<file path="config.mk">
export PLATFORM = sky130hd
export DESIGN_NAME = updown_counter_n
export DESIGN_NICKNAME = d
export VERILOG_FILES = /design/src/rtl/counter_pkg.sv /design/src/rtl/counter_prescaler.sv /design/src/rtl/updown_counter_n.sv
export SDC_FILE = /design/constraint.sdc
export NUM_CORES = 1
export LEC_CHECK = 0
export ABC_AREA = 1
export CAP_MARGIN = 20
export CORE_AREA = 2 2 39 41
export CTS_CLUSTER_DIAMETER = 50
export CTS_CLUSTER_SIZE = 14
export DETAILED_ROUTE_END_ITERATION = 16
export DIE_AREA = 0 0 41 43
export PLACE_DENSITY = 0.77
export SETUP_SLACK_MARGIN = 0.02
export SYNTH_ARGS = -nofsm -noshare
export SYNTH_HDL_FRONTEND = slang
export SYNTH_SLANG_ARGS = --single-unit
</file>
<file path="constraint.sdc">
create_clock -name clk -period 1.8 [get_ports clk]
set_input_delay 0.18 -clock clk [delete_from_list [all_inputs] [get_ports clk]]
set_output_delay 0.18 -clock clk [all_outputs]
set_load 0.1 [all_outputs]
</file>
<file path="src/rtl/counter_pkg.sv">
// rtl/counter_pkg.sv - shared types and helpers for updown_counter_n and its prescaler
package counter_pkg;

  typedef enum logic {
    DIR_DOWN = 1'b0,
    DIR_UP   = 1'b1
  } dir_t;

  // Bits needed to hold 0..n-1, never less than one so a register always exists.
  function automatic int clog2_min1(input int n);
    int w;
    w = 1;
    for (int i = 1; i < 31; i++) begin
      if ((1 << i) < n) w = i + 1;
    end
    return w;
  endfunction

endpackage

</file>
<file path="src/rtl/counter_prescaler.sv">
// rtl/counter_prescaler.sv - divides enabled cycles by PRESCALE to produce count steps
module counter_prescaler
  import counter_pkg::*;
#(
  parameter int PRESCALE = 1
) (
  input  logic clk,
  input  logic reset,
  input  logic clr,
  input  logic en,
  output logic step,
  output logic pre_last
);

  generate
    if (PRESCALE == 1) begin : g_bypass
      logic unused_ok;
      assign unused_ok = ^{clk, reset, clr};
      assign pre_last  = 1'b1;
    end else begin : g_count
      localparam int PW = clog2_min1(PRESCALE);
      localparam logic [PW-1:0] LAST = PW'(PRESCALE - 1);
      logic [PW-1:0] pre;

      assign pre_last = (pre == LAST);

      always_ff @(posedge clk or posedge reset) begin
        if (reset) begin
          pre <= '0;
        end else if (clr) begin
          pre <= '0;
        end else if (en) begin
          pre <= pre_last ? '0 : pre + PW'(1);
        end
      end
    end
  endgenerate

  assign step = en & pre_last;

endmodule

</file>
<file path="src/rtl/updown_counter_n.sv">
// rtl/updown_counter_n.sv - up/down modulo counter with prescaler and load; UPDOWN_COUNTER_SAT_EN selects saturation
module updown_counter_n
  import counter_pkg::*;
#(
  parameter int WIDTH    = 4,
  parameter int MODULUS  = 2**WIDTH,
  parameter int PRESCALE = 1
) (
  input  logic             clk,
  input  logic             reset,
  input  logic             en,
  input  logic             up,
  input  logic             load,
  input  logic [WIDTH-1:0] load_val,
  output logic [WIDTH-1:0] count,
  output logic             tc,
  output logic             wrap
);

  localparam logic [WIDTH:0] MAX_EXT = (WIDTH + 1)'(MODULUS - 1);

  logic             step;
  logic             pre_last;
  dir_t             dir;
  logic [WIDTH:0]   count_ext;
  logic [WIDTH:0]   inc_ext;
  logic [WIDTH:0]   dec_ext;
  logic [WIDTH:0]   load_ext;
  logic             at_top;
  logic             at_bottom;
  logic             at_end;
  logic [WIDTH-1:0] stepped;

  counter_prescaler #(
    .PRESCALE (PRESCALE)
  ) u_prescaler (
    .clk      (clk),
    .reset    (reset),
    .clr      (load),
    .en       (en),
    .step     (step),
    .pre_last (pre_last)
  );

  assign dir       = up ? DIR_UP : DIR_DOWN;
  assign count_ext = {1'b0, count};
  assign load_ext  = {1'b0, load_val};
  assign inc_ext   = count_ext + (WIDTH + 1)'(1);
  assign dec_ext   = count_ext - (WIDTH + 1)'(1);

  // The extra bit catches both the top boundary and the borrow out of zero.
  assign at_top    = (inc_ext > MAX_EXT);
  assign at_bottom = dec_ext[WIDTH];
  assign at_end    = (dir == DIR_UP) ? at_top : at_bottom;

  assign tc = at_end & en & pre_last;

  always_comb begin
    stepped = count;
`ifdef UPDOWN_COUNTER_SAT_EN
    if (at_end) begin
      stepped = count;
    end else if (dir == DIR_UP) begin
      stepped = inc_ext[WIDTH-1:0];
    end else begin
      stepped = dec_ext[WIDTH-1:0];
    end
`else
    if (dir == DIR_UP) begin
      stepped = at_top ? '0 : inc_ext[WIDTH-1:0];
    end else begin
      stepped = at_bottom ? MAX_EXT[WIDTH-1:0] : dec_ext[WIDTH-1:0];
    end
`endif
  end

  always_ff @(posedge clk or posedge reset) begin
    if (reset) begin
      count <= '0;
      wrap  <= 1'b0;
    end else if (load) begin
      count <= (load_ext > MAX_EXT) ? MAX_EXT[WIDTH-1:0] : load_val;
      wrap  <= 1'b0;
    end else if (step) begin
      count <= stepped;
      wrap  <= at_end;
    end else begin
      wrap  <= 1'b0;
    end
  end

endmodule
</file>
Yosys cells after proc, flatten, opt, wreduce, memory -nomap -nowiden
Cells that the tools add are included.
Cells by class
  reductions and logical operators: 1
  add/sub/neg operators: 2
  order comparisons: 2
  bitwise operators: 1
  multiplexer cells: 10
Operators with widths (number)
  $mux 4: 6
  $add 4x1->5 const B: 1
  $gt 5x4->1 const B: 1
  $sub 4x1->5 const B: 1
  $gt 4x4->1 const B: 1
  $mux 1: 4
  $reduce_bool 2->1: 1
  $and 1x1->1: 1
Storage, ports and cells
  output and inout bits: 6
  word-level logic and storage cells: 18
  bits in registers: 5

Depth between registers and ports, before layout
  word-level depth: 6
  mapped depth: 11
  mapped depth without buffers: 11

By module
A second synthesis with hierarchy kept.
Unflattened totals
  cells, all modules: 81
  area, all modules: 491.7 sq um
By module, submodules not included
  updown_counter_n: times used 1, seq. area each 125.1 sq um, cells each 78, area an instance 473.0 sq um
  counter_prescaler: times used 1, seq. area each 0.0 sq um, cells each 3, area an instance 18.8 sq um

Worst setup path after synthesis
Ideal clock, no wire load.
  path type: reg-to-output
  from: reg count[0]
  to: out tc
  arrival time: 2.650 ns
  path slack: -1.030 ns
  path buffers: 0
  data required time: 1.620 ns
  stages on the path, launching flop included: 11
  cells stage by stage: dfrtp_1 -> inv_1 -> ha_1 -> nand2_2 -> nor2_4 -> nand2_2 -> nand2_2 -> nand2_2 -> nand2_2 -> nand2_2 -> inv_1
On the way
  longest elaborated chain between the ends: 4
  elaborated cells on any way between the ends: 5
  those cells by class: 2 x add/sub; 1 x order compare; 1 x mux; 1 x bitwise
Ends and longest elaborated chain
  start, declared: RTL line updown_counter_n.sv:15  | output logic [WIDTH-1:0] count,
  start signal, assigned: RTL line updown_counter_n.sv:82  | count <= (load_ext > MAX_EXT) ? MAX_EXT[WIDTH-1:0] : load_val;
  start signal, assigned: RTL line updown_counter_n.sv:85  | count <= stepped;
  $add 4x1->5: RTL line updown_counter_n.sv:48  | assign inc_ext = count_ext + (WIDTH + 1)'(1);
  $gt 5x4->1: RTL line updown_counter_n.sv:52  | assign at_top = (inc_ext > MAX_EXT);
  $mux 1 (*): RTL line updown_counter_n.sv:54  | assign at_end = (dir == DIR_UP) ? at_top : at_bottom;
  $and 1x1->1 (*): RTL line updown_counter_n.sv:56  | assign tc = at_end & en & pre_last;
  end, declared: RTL line updown_counter_n.sv:16  | output logic tc,
Every way passes the cells marked *; elsewhere a longest branch is shown, timed or not.

Worst setup path in the final report
  from: reg count[1]
  to: out tc
The elaborated chain is that of the path after synthesis.

==> results.ini <==
[synthesis]
yosys_warnings=0
synth_area_leaders=dfrtp_1 (24%), nand2_1 (13%), inv_1 (9.4%), ha_1 (7.2%), nand2_2 (7.2%)
yosysTopAreaCellShare=0.240
postSynthCellCount=81
synth_ff_type=dfrtp_1
seq_area_frac_synth=0.240
ys_types=20
yosysTopAreaCell=dfrtp_1
yosys-top-cells-count=nand2_1 (18), inv_1 (13), nor2_1 (8)
synth_seq_cells=5
avgSynthCellArea_um2=6.43
synth_nets=93
synth_area_um2=520
synth_edf_count=0
synthArstFlopShare=1.00
yosysMostFrequentCell=nand2_1

[finish]
diodes=0
num-nets-final=118
nFillCells=129
drive_above_1_share=0.390
regArea_um2=138
finalNonFillerCells=121
multi_input_area_um2=373
area_delta_synth_final_pct=65.6

[power]
p_seq_frac=0.232
clkPwrFrac=0.170
p_sw_mw=0.359
p_comb_frac=0.597
intPower_mw=0.403
irDropWorstVdd_v=0.000409
swShare=0.471
power_leakage_nw=0.413
p_per_area_nw_per_um2=884

[timing]
worstMarginPinSlew_ns=0.389
drv_slew=0
fin_crit_ns=1.95
finalHoldViolCount=0
finClkSkew_ns=0.00415
rsz0062_at_grt=yes
max_freq_mhz=513
max_slew_margin=0.740
setup_viol=1
period_share=1.08
timing.final.ws_setup_ns=-0.149

[floorplan]
die_h_um=43
start_util=0.376
die_w_um=41
die-area_um2=1760
core_um2=1380
ios=15
rows=14

[global_route]
grt_pass1_wl_mm=2.20
antenna_found_initial=0
grt_start_max_net_pins=10
first_global_vias=545
grt_overflow=0
grtUsageTotal=0.183

[clock_network]
clockBufferDepth=2
cts_root_buffer=clkbuf_4
cts_max_level=1
clock_sinks=5
cts_tree=done
clock_latency_ns=0.24
numCtsBuffers=3
cts_hold_buf=0
clk_pin_slew_ns=0.04

[detailed_routing]
route.met3.wl_um=34
top_layer_used=met4
drcViolationCount=0
drt_iter0_drc=14
routedWlPerCell_um=10.9
wl_met1_um=587
via_per_inst=4.83
dr_wl_met2_um=672
route.vias.total=584
drt-pass1-iter-count=4
routed_wl_mm=1.32
ant_nets=0

[status]
failed_checks=negative setup slack
status=complete, but fails checks

[setup_path]
slowest_stage=dfrtp_4
r2r_cells=11
worst_path_most_repeated_cell=nand2_2
crit_chain=ha_4, inv_2, nand2_4, nand2_4, nor2_4, nand2_2, nand2_2, nand2_2, nand2_2, nand2_2, clkinvlp_4, buf_12
crit_type=reg2out
crit_path_start_kind=flip-flop
path_max_fanout=5
worst-endpoint-arrival_ns=1.77
cpPeakStageDelay_ns=0.53
cp.required_ns=1.62
end_kind=primary output

[place]
pre_cts_slack_ns=0.0463
dp_hpwl_mm=1.04
port_buffers=14
gp_congestion=0.899
dp.cells=112

[run]
maxCapViolCount=0

[hold_path]
min_path_type=in2async

-- critical path: cells and delay by family (launching register included) --
kind / cells / cell delay (ns)
DFF: 1 / 0.53
and+or+nand+nor: 8 / 0.47
buffers and inverters: 3 / 0.33
adders and majority gates: 1 / 0.19
-- worst paths after layout --
path,end,start,slack [ns]
worst max register to register,wrap,count[0],0.26
worst min register to register,count[3],count[3],0.58
worst max-delay path,tc,count[1],-0.15
worst min-delay path,wrap,reset,0.13
min in group clk,count[0],load_val[0],0.56
max in group asynchronous,count[2],reset,1.47
-- power groups by stage --
stage | Sequential (mW) | Clock, mW | Combinational, mW
2_1_floorplan | 0.274 | 0 | 0.205
6_report | 0.177 | 0.130 | 0.455
4_1_cts | 0.177 | 0.132 | 0.454
3_5_place_dp | 0.181 | 0 | 0.420
5_1_grt | 0.180 | 0.137 | 0.486
3_3_place_gp | 0.180 | 0 | 0.411
-- placed cells by master (no fill, tap or decap), types with 2 or more instances in the layout --
master           count
nand2_2              6
dfrtp_4              3
inv_1               10
nor2_4               2
nand2_4              3
buf_4               10
buf_12               4
nand2_1             17
nand3_1              7
a21oi_1              7
o21ai_1              2
clkdlybuf4s50_1      8
ha_4                 3
nor2_1               7
inv_4                2
clkbuf_4             3
-- final cells by class --
class | count | area share
multi-input combinational | 59 | 0.433
clock buffer | 4 | 0.0305
inverter | 15 | 0.0813
sequential | 5 | 0.160
timing repair buffer | 22 | 0.273
tap | 16 | 0.0232
-- through the flow --
stage	hold WS (ns)	setup TNS, ns	util	power (mW)	cell area, µm²
global route	0.154	-0.228	0.623	0.804	862
global placement	0.382	0	0.570	0.591	788
finish	0.132	-0.149	0.623	0.762	862
detailed placement	0.394	0	0.570	0.601	788
floorplan	-0.0415	-0.193	-	0.479	587
CTS	0.137	-0.149	0.623	0.762	862
-- state kept, by name, indices dropped and copies added, names as in the netlist --
| name | cells |
|---|---|
| wrap | 1 |
| count | 4 |
-- per-layer routing --
metal  track usage  vias up
met1         0.226      268
met5             0        -
met4         0.113        0
met2         0.297       15
met3             0        3
li1              -      298
-- what timing repair did --
| item | in CTS | in global routing |
|---|---|---|
| pin swaps | 5 | 7 |
| setup buffers | 5 | 0 |
| resized for setup | 3 | 0 |
| setup endpoints to repair | 1 | 1 |
-- logic make-up after synthesis --
logic type                 share of synthesized area
AOI/OAI and AO/OA                              0.101
DFF                                            0.240
xor gates and xnor gates                      0.0168
and+or+nand+nor                                0.425
buffers and inverters                          0.144
adders and majority gates                     0.0721
Note: power is estimated with default switching activity, not from simulation.
